--- src/rtl/ker_unpack.sv ---
// rtl/ker_unpack.sv - unpacks wide kernel words into STR_KER_WIDTH lanes, LSB lane first.
// One config write arms a transfer of N narrow words; done pulses after the last one.
module ker_unpack #(
  parameter int                  CFG_DWIDTH    = 32,
  parameter int                  CFG_AWIDTH    = 5,
  parameter logic [CFG_AWIDTH-1:0] CFG_ADDR    = 5'd12,
  parameter int                  IN_WIDTH      = 64,
  parameter int                  STR_KER_WIDTH = 16
) (
  input  logic                     clk,
  input  logic                     rst,
  input  logic [CFG_DWIDTH-1:0]    cfg_data,
  input  logic [CFG_AWIDTH-1:0]    cfg_addr,
  input  logic                     cfg_valid,
  input  logic [IN_WIDTH-1:0]      in_data,
  input  logic                     in_val,
  output logic                     in_rdy,
  output logic [STR_KER_WIDTH-1:0] str_ker,
  output logic                     str_ker_val,
  input  logic                     str_ker_rdy,
  output logic                     busy,
  output logic                     done
);

  localparam int R      = IN_WIDTH / STR_KER_WIDTH;
  localparam int LOG_R  = $clog2(R);
  localparam int LANE_W = (LOG_R > 0) ? LOG_R : 1;
  localparam logic [LANE_W-1:0]   LAST_LANE = LANE_W'(R - 1);
  localparam logic [CFG_DWIDTH:0] R_M1      = (CFG_DWIDTH + 1)'(R - 1);

  typedef enum logic {IDLE, RUN} state_t;

  state_t                  state_q, state_d;
  logic [CFG_DWIDTH-1:0]   out_left_q, out_left_d;
  logic [CFG_DWIDTH:0]     in_left_q, in_left_d;
  logic [IN_WIDTH-1:0]     hold_q, hold_d;
  logic [LANE_W-1:0]       lane_q, lane_d;
  logic                    full_q, full_d;
  logic                    done_q, done_d;

  logic                    cfg_hit;
  logic                    pop;
  logic                    last_lane;
  logic                    final_pop;
  logic                    accept;
  logic [CFG_DWIDTH:0]     n_round;
  logic [STR_KER_WIDTH-1:0] lane_sel;

  // One extra bit so N + R - 1 cannot wrap for the largest N.
  assign n_round   = {1'b0, cfg_data} + R_M1;
  assign cfg_hit   = cfg_valid && (cfg_addr == CFG_ADDR);
  assign pop       = full_q && str_ker_rdy;
  assign last_lane = (lane_q == LAST_LANE);
  assign final_pop = pop && (out_left_q == CFG_DWIDTH'(1));

  // Refill on the same edge the last lane leaves, so streaming has no bubble.
  assign in_rdy = (state_q == RUN) && (in_left_q != '0) &&
                  (!full_q || (pop && last_lane && (out_left_q > CFG_DWIDTH'(1))));
  assign accept = in_val && in_rdy;

  always_comb begin
    lane_sel = '0;
    for (int i = 0; i < R; i++) begin
      if (lane_q == LANE_W'(i)) begin
        lane_sel = hold_q[i*STR_KER_WIDTH +: STR_KER_WIDTH];
      end
    end
  end

  assign str_ker     = full_q ? lane_sel : '0;
  assign str_ker_val = full_q;
  assign busy        = (state_q == RUN);
  assign done        = done_q;

  always_comb begin
    state_d    = state_q;
    out_left_d = out_left_q;
    in_left_d  = in_left_q;
    hold_d     = hold_q;
    lane_d     = lane_q;
    full_d     = full_q;
    done_d     = 1'b0;
    case (state_q)
      IDLE: begin
        if (cfg_hit) begin
          if (cfg_data != '0) begin
            state_d    = RUN;
            out_left_d = cfg_data;
            in_left_d  = n_round >> LOG_R;
            lane_d     = '0;
            full_d     = 1'b0;
          end else begin
            done_d = 1'b1;
          end
        end
      end
      RUN: begin
        if (pop) begin
          out_left_d = out_left_q - 1'b1;
          lane_d     = lane_q + 1'b1;
          // Lanes past the last needed one in a partial word are dropped here.
          if (last_lane || final_pop) begin
            full_d = 1'b0;
          end
          if (final_pop) begin
            state_d = IDLE;
            done_d  = 1'b1;
          end
        end
        if (accept) begin
          hold_d    = in_data;
          lane_d    = '0;
          full_d    = 1'b1;
          in_left_d = in_left_q - 1'b1;
        end
      end
      default: state_d = IDLE;
    endcase
  end

  always_ff @(posedge clk or posedge rst) begin
    if (rst) begin
      state_q    <= IDLE;
      out_left_q <= '0;
      in_left_q  <= '0;
      hold_q     <= '0;
      lane_q     <= '0;
      full_q     <= 1'b0;
      done_q     <= 1'b0;
    end else begin
      state_q    <= state_d;
      out_left_q <= out_left_d;
      in_left_q  <= in_left_d;
      hold_q     <= hold_d;
      lane_q     <= lane_d;
      full_q     <= full_d;
      done_q     <= done_d;
    end
  end

endmodule

--- config.mk ---
export PLATFORM = sky130hd
export DESIGN_NAME = ker_unpack
export DESIGN_NICKNAME = d
export VERILOG_FILES = /design/src/rtl/ker_unpack.sv
export SDC_FILE = /design/constraint.sdc
export NUM_CORES = 1
export LEC_CHECK = 0
export CAP_MARGIN = 30
export CORE_UTILIZATION = 51
export CTS_BUF_LIST = sky130_fd_sc_hd__clkbuf_8
export DETAILED_ROUTE_END_ITERATION = 7
export PLACE_DENSITY = 0.79
export SLEW_MARGIN = 0
export SYNTH_ARGS = -nofsm -noshare
export SYNTH_HDL_FRONTEND = slang
export SYNTH_SLANG_ARGS = --single-unit
--- constraint.sdc ---
create_clock -name clk -period 5.35 [get_ports clk]
set_clock_uncertainty 0.15 [all_clocks]
set_input_delay 1.605 -clock clk [delete_from_list [all_inputs] [get_ports clk]]
set_output_delay 1.605 -clock clk [all_outputs]
set_load 0.01 [all_outputs]
==> key figures <==
Run status
  • Run status: finished, final reports clean

Global route
  • Gr usage total: 0.2824
  • Maximum number of pins on one net before global-route repair: 99
  • Remaining global-route overflow: 0
  • Vias in the first global route: 7079
  • First-pass GRT wire length: 36060 um
  • Number of antenna violations at the first check in global routing: 0

Final layout
  • Total number of nets in the final design: 1115
  • Utilization after layout: 0.6431
  • Layout Cell Area excl Fill: 9884 sq um
  • Antenna diodes: 0
  • Number of cells in the finished layout apart from fillers: 1226
  • Layout cell share with drive strength beyond 1: 0.1232
  • Area of the multi-input gates: 4385 sq um
  • Filler instances: 1264
  • FF+latch area: 3357 sq um
  • Layout Area Growth over Synthesis: 22.06%

Floorplan
  • Number of placement rows: 45
  • Total Die Area: 16390 sq um
  • Effective utilization at floorplan: 0.5268
  • Core Footprint: 15370 sq um
  • # IOs: 126
  • Width of the die: 128.0 um
  • Vert. Die Dim: 128.0 um

STA
  • Period utilisation layout: 0.9756
  • Max-Slew Margin vs Limit: 0.3529
  • Pin slew with the least headroom to its limit: 961.8 ps
  • Final total negative setup slack: 0 ps
  • Number of hold violations in the final report: 0
  • Worst hold margin: 350.5 ps
  • Max-slew violation count: 0
  • Highest clock rate: 191.6 MHz
  • RSZ-0062 raised after global routing: no
  • Setup-failing EPs final: 0
  • Minimum clock period: 5219 ps
  • Final WS setup: 130.5 ps

Routing
  • Number of search-and-repair iterations in the first detailed-routing pass: 5
  • Number of vias per cell: 6.172
  • Detailed-route DRC error count: 0
  • Count of antenna-violating nets left after detailed routing: 0
  • Drt first-iter violations: 674
  • Final WL: 22300 um
  • Number of vias in the routed layout: 7567
  • Wire per inst: 18.19 um

Placement
  • Post-placement cell area: 9492 sq um
  • Last weighted congestion value of the routability-driven placer: 0.8989
  • Post-Place Cells: 1194
  • Port Buf Inserts: 125
  • Total half-perimeter wirelength after legalization and detailed placement: 15590 um
  • Pre-CTS setup slack: 398.1 ps

Yosys
  • Mapped Nets: 1014
  • Count of synthesis-stage warnings from yosys: 0
  • Dominant synthesized flop cell: sky130_fd_sc_hd__dfrtp_1
  • Yosys reg bits: 134
  • Number of instances in the synthesized netlist: 901
  • EDFF count, synth: 0
  • Share of the synthesized area in the top cell type: 0.4141
  • Share of synthesized flip-flops with an asynchronous set or reset: 1.000
  • Register area share after synthesis: 0.4141
  • Leading post-synthesis cells by cell area: sky130_fd_sc_hd__dfrtp_1, sky130_fd_sc_hd__mux2_2, sky130_fd_sc_hd__o21ai_0
  • Avg Cell Area, Syn: 8.988 sq um
  • Netlist Area Pre-Place: 8098 sq um
  • Synth unique cells: 65
  • Cell type with the highest aggregate area in the netlist: sky130_fd_sc_hd__dfrtp_1

Clocking
  • Clk Tree Root Cell: sky130_fd_sc_hd__clkbuf_8
  • Maximum clock path buffer count: 2
  • Clock buffer count from CTS: 17
  • Post-cts hold buffer count: 0
  • Post-CTS setup-driven buffer insertion count: 0
  • Reg clk slew, reported paths: 80 ps
  • CTS H-tree depth: 4
  • Num Clock Sinks: 134
  • Clock tree from TritonCTS: built
  • Post-CTS sizing: 0
  • Clk Latency, worst-skew pair: 460 ps

Worst setup path
  • Ordered list of cells on the worst path: inv_1 > ha_1 > or4b_4 > or4_4 > or4_4 > nand2_1 > nor2_1 > clkdlybuf4s50_1
  • Data required, critical path: 3600 ps
  • Worst EP arrival: 3460 ps
  • Critical Path Most Common Cell: sky130_fd_sc_hd__or4_4
  • Longest individual stage delay on the worst path: 570 ps
  • Nature of the critical path endpoint: output pin
  • Kind of start point of the critical path: flip-flop
  • Classification of the worst setup path: flip-flop to output pin
  • Crit-path slowest cell: sky130_fd_sc_hd__or4_4
  • Max FO, Critical Path: 5

Power
  • Fraction of power consumed by combinational cells: 0.402
  • Switching Power: 1.527 mW
  • Reg power frac: 0.394
  • Fraction of power spent switching nets: 0.3746
  • Final total power: 4.076 mW
  • Cell-internal power: 2.549 mW
  • Reported leakage power: 3.791 nW
  • Total power per unit cell area: 412.4 nW/um^2
  • Worst VDD drop: 0.0002637 V
  • Clock network power share: 0.204

Worst hold path
  • HP Class: flip-flop to flip-flop

Job
  • Max_cap viols: 0
-- layer usage --
layer  GRT usage  wire length, um
met2      0.4485            10450
met3     0.06469             1782
met1      0.3789             9567
met5           0                0
met4      0.1010              499
-- worst paths after layout --
path / start / to / slack, ps / cells after the start
max in group asynchronous: rst / in_left_q[24]$_DFFE_PP0P_ / 2730 / 3
min: hold_q[1]$_DFFE_PP0P_ / hold_q[1]$_DFFE_PP0P_ / 350 / 1
max reg2reg: in_left_q[0]$_DFFE_PP0P_ / hold_q[3]$_DFFE_PP0P_ / 1640 / 8
min in group asynchronous: rst / hold_q[62]$_DFFE_PP0P_ / 1530 / 2
max: in_left_q[0]$_DFFE_PP0P_ / in_rdy / 130 / 8
min reg2reg: hold_q[1]$_DFFE_PP0P_ / hold_q[1]$_DFFE_PP0P_ / 350 / 1
-- power groups by stage --
stage                     clock network, mW  registers [mW]  logic [mW]
after floorplan                           0            1.54        1.12
after global placement                    0            1.60        1.59
after detailed placement                  0            1.62        1.64
after CTS                             0.844            1.60        1.64
after global routing                  0.893            1.66        1.80
final                                 0.832            1.61        1.64
-- state kept, by name, summed over array words and instances (netlist names) --
signal       flops
str_ker_val      1
hold_q          64
out_left_q      32
busy             1
done             1
lane_q           2
in_left_q       33
-- cells in the final DEF (no fill, tap or decap), drive strengths merged, types with 20 or more instances in the layout --
| master | n |
|---|---|
| dfrtp | 134 |
| clkdlybuf4s50 | 125 |
| o21ai | 78 |
| nand2 | 73 |
| a21oi | 72 |
| mux2 | 64 |
| nor2 | 63 |
| nor4 | 32 |
| o22ai | 31 |
| inv | 28 |
| nor3 | 24 |
| nand3 | 21 |
| buf | 20 |
-- cell families (layout without fill, tap and decap cells) --
logic type                 count (synthesis)  after routing  share of synthesized area
and+or+nand+nor                          306            306                     0.1953
AOI/OAI and AO/OA                        282            282                     0.2188
DFF                                      134            134                     0.4141
buffers and inverters                     84            198                    0.04589
muxes                                     65             65                    0.09023
xor gates and xnor gates                  23             23                    0.02488
adders and majority gates                  7              7                    0.01082
-- synthesized netlist by cell type (11+ instances only) --
master	instances
sky130_fd_sc_hd__a211oi_1	11
sky130_fd_sc_hd__xnor2_1	14
sky130_fd_sc_hd__nand3_1	21
sky130_fd_sc_hd__or3_1	13
sky130_fd_sc_hd__dfrtp_1	134
sky130_fd_sc_hd__nand4_1	17
sky130_fd_sc_hd__nor2_1	62
sky130_fd_sc_hd__clkbuf_1	50
sky130_fd_sc_hd__nor4_1	32
sky130_fd_sc_hd__a21oi_1	72
sky130_fd_sc_hd__mux2_2	59
sky130_fd_sc_hd__nand2_1	73
sky130_fd_sc_hd__a2bb2oi_1	12
sky130_fd_sc_hd__nor3_1	24
sky130_fd_sc_hd__a22oi_1	18
sky130_fd_sc_hd__a22o_1	11
sky130_fd_sc_hd__inv_1	20
sky130_fd_sc_hd__and2_1	16
sky130_fd_sc_hd__o21ai_0	77
sky130_fd_sc_hd__o22ai_1	31
-- final cells by class --
type | count | share of cell area
Multi-Input combinational cell | 683 | 0.4437
Sequential cell | 134 | 0.3396
Timing Repair Buffer | 145 | 0.1418
Tap cell | 211 | 0.02671
Clock buffer | 17 | 0.02367
Clock inverter | 15 | 0.01608
Inverter | 21 | 0.008481
-- critical path: cells and delay by family, from the launching register on --
family | cells | cell delay, ps
simple gates | 5 | 1810
flops | 1 | 430
buf+inv | 2 | 560
fa+ha+maj | 1 | 210
(Power assumes the default switching activity.)
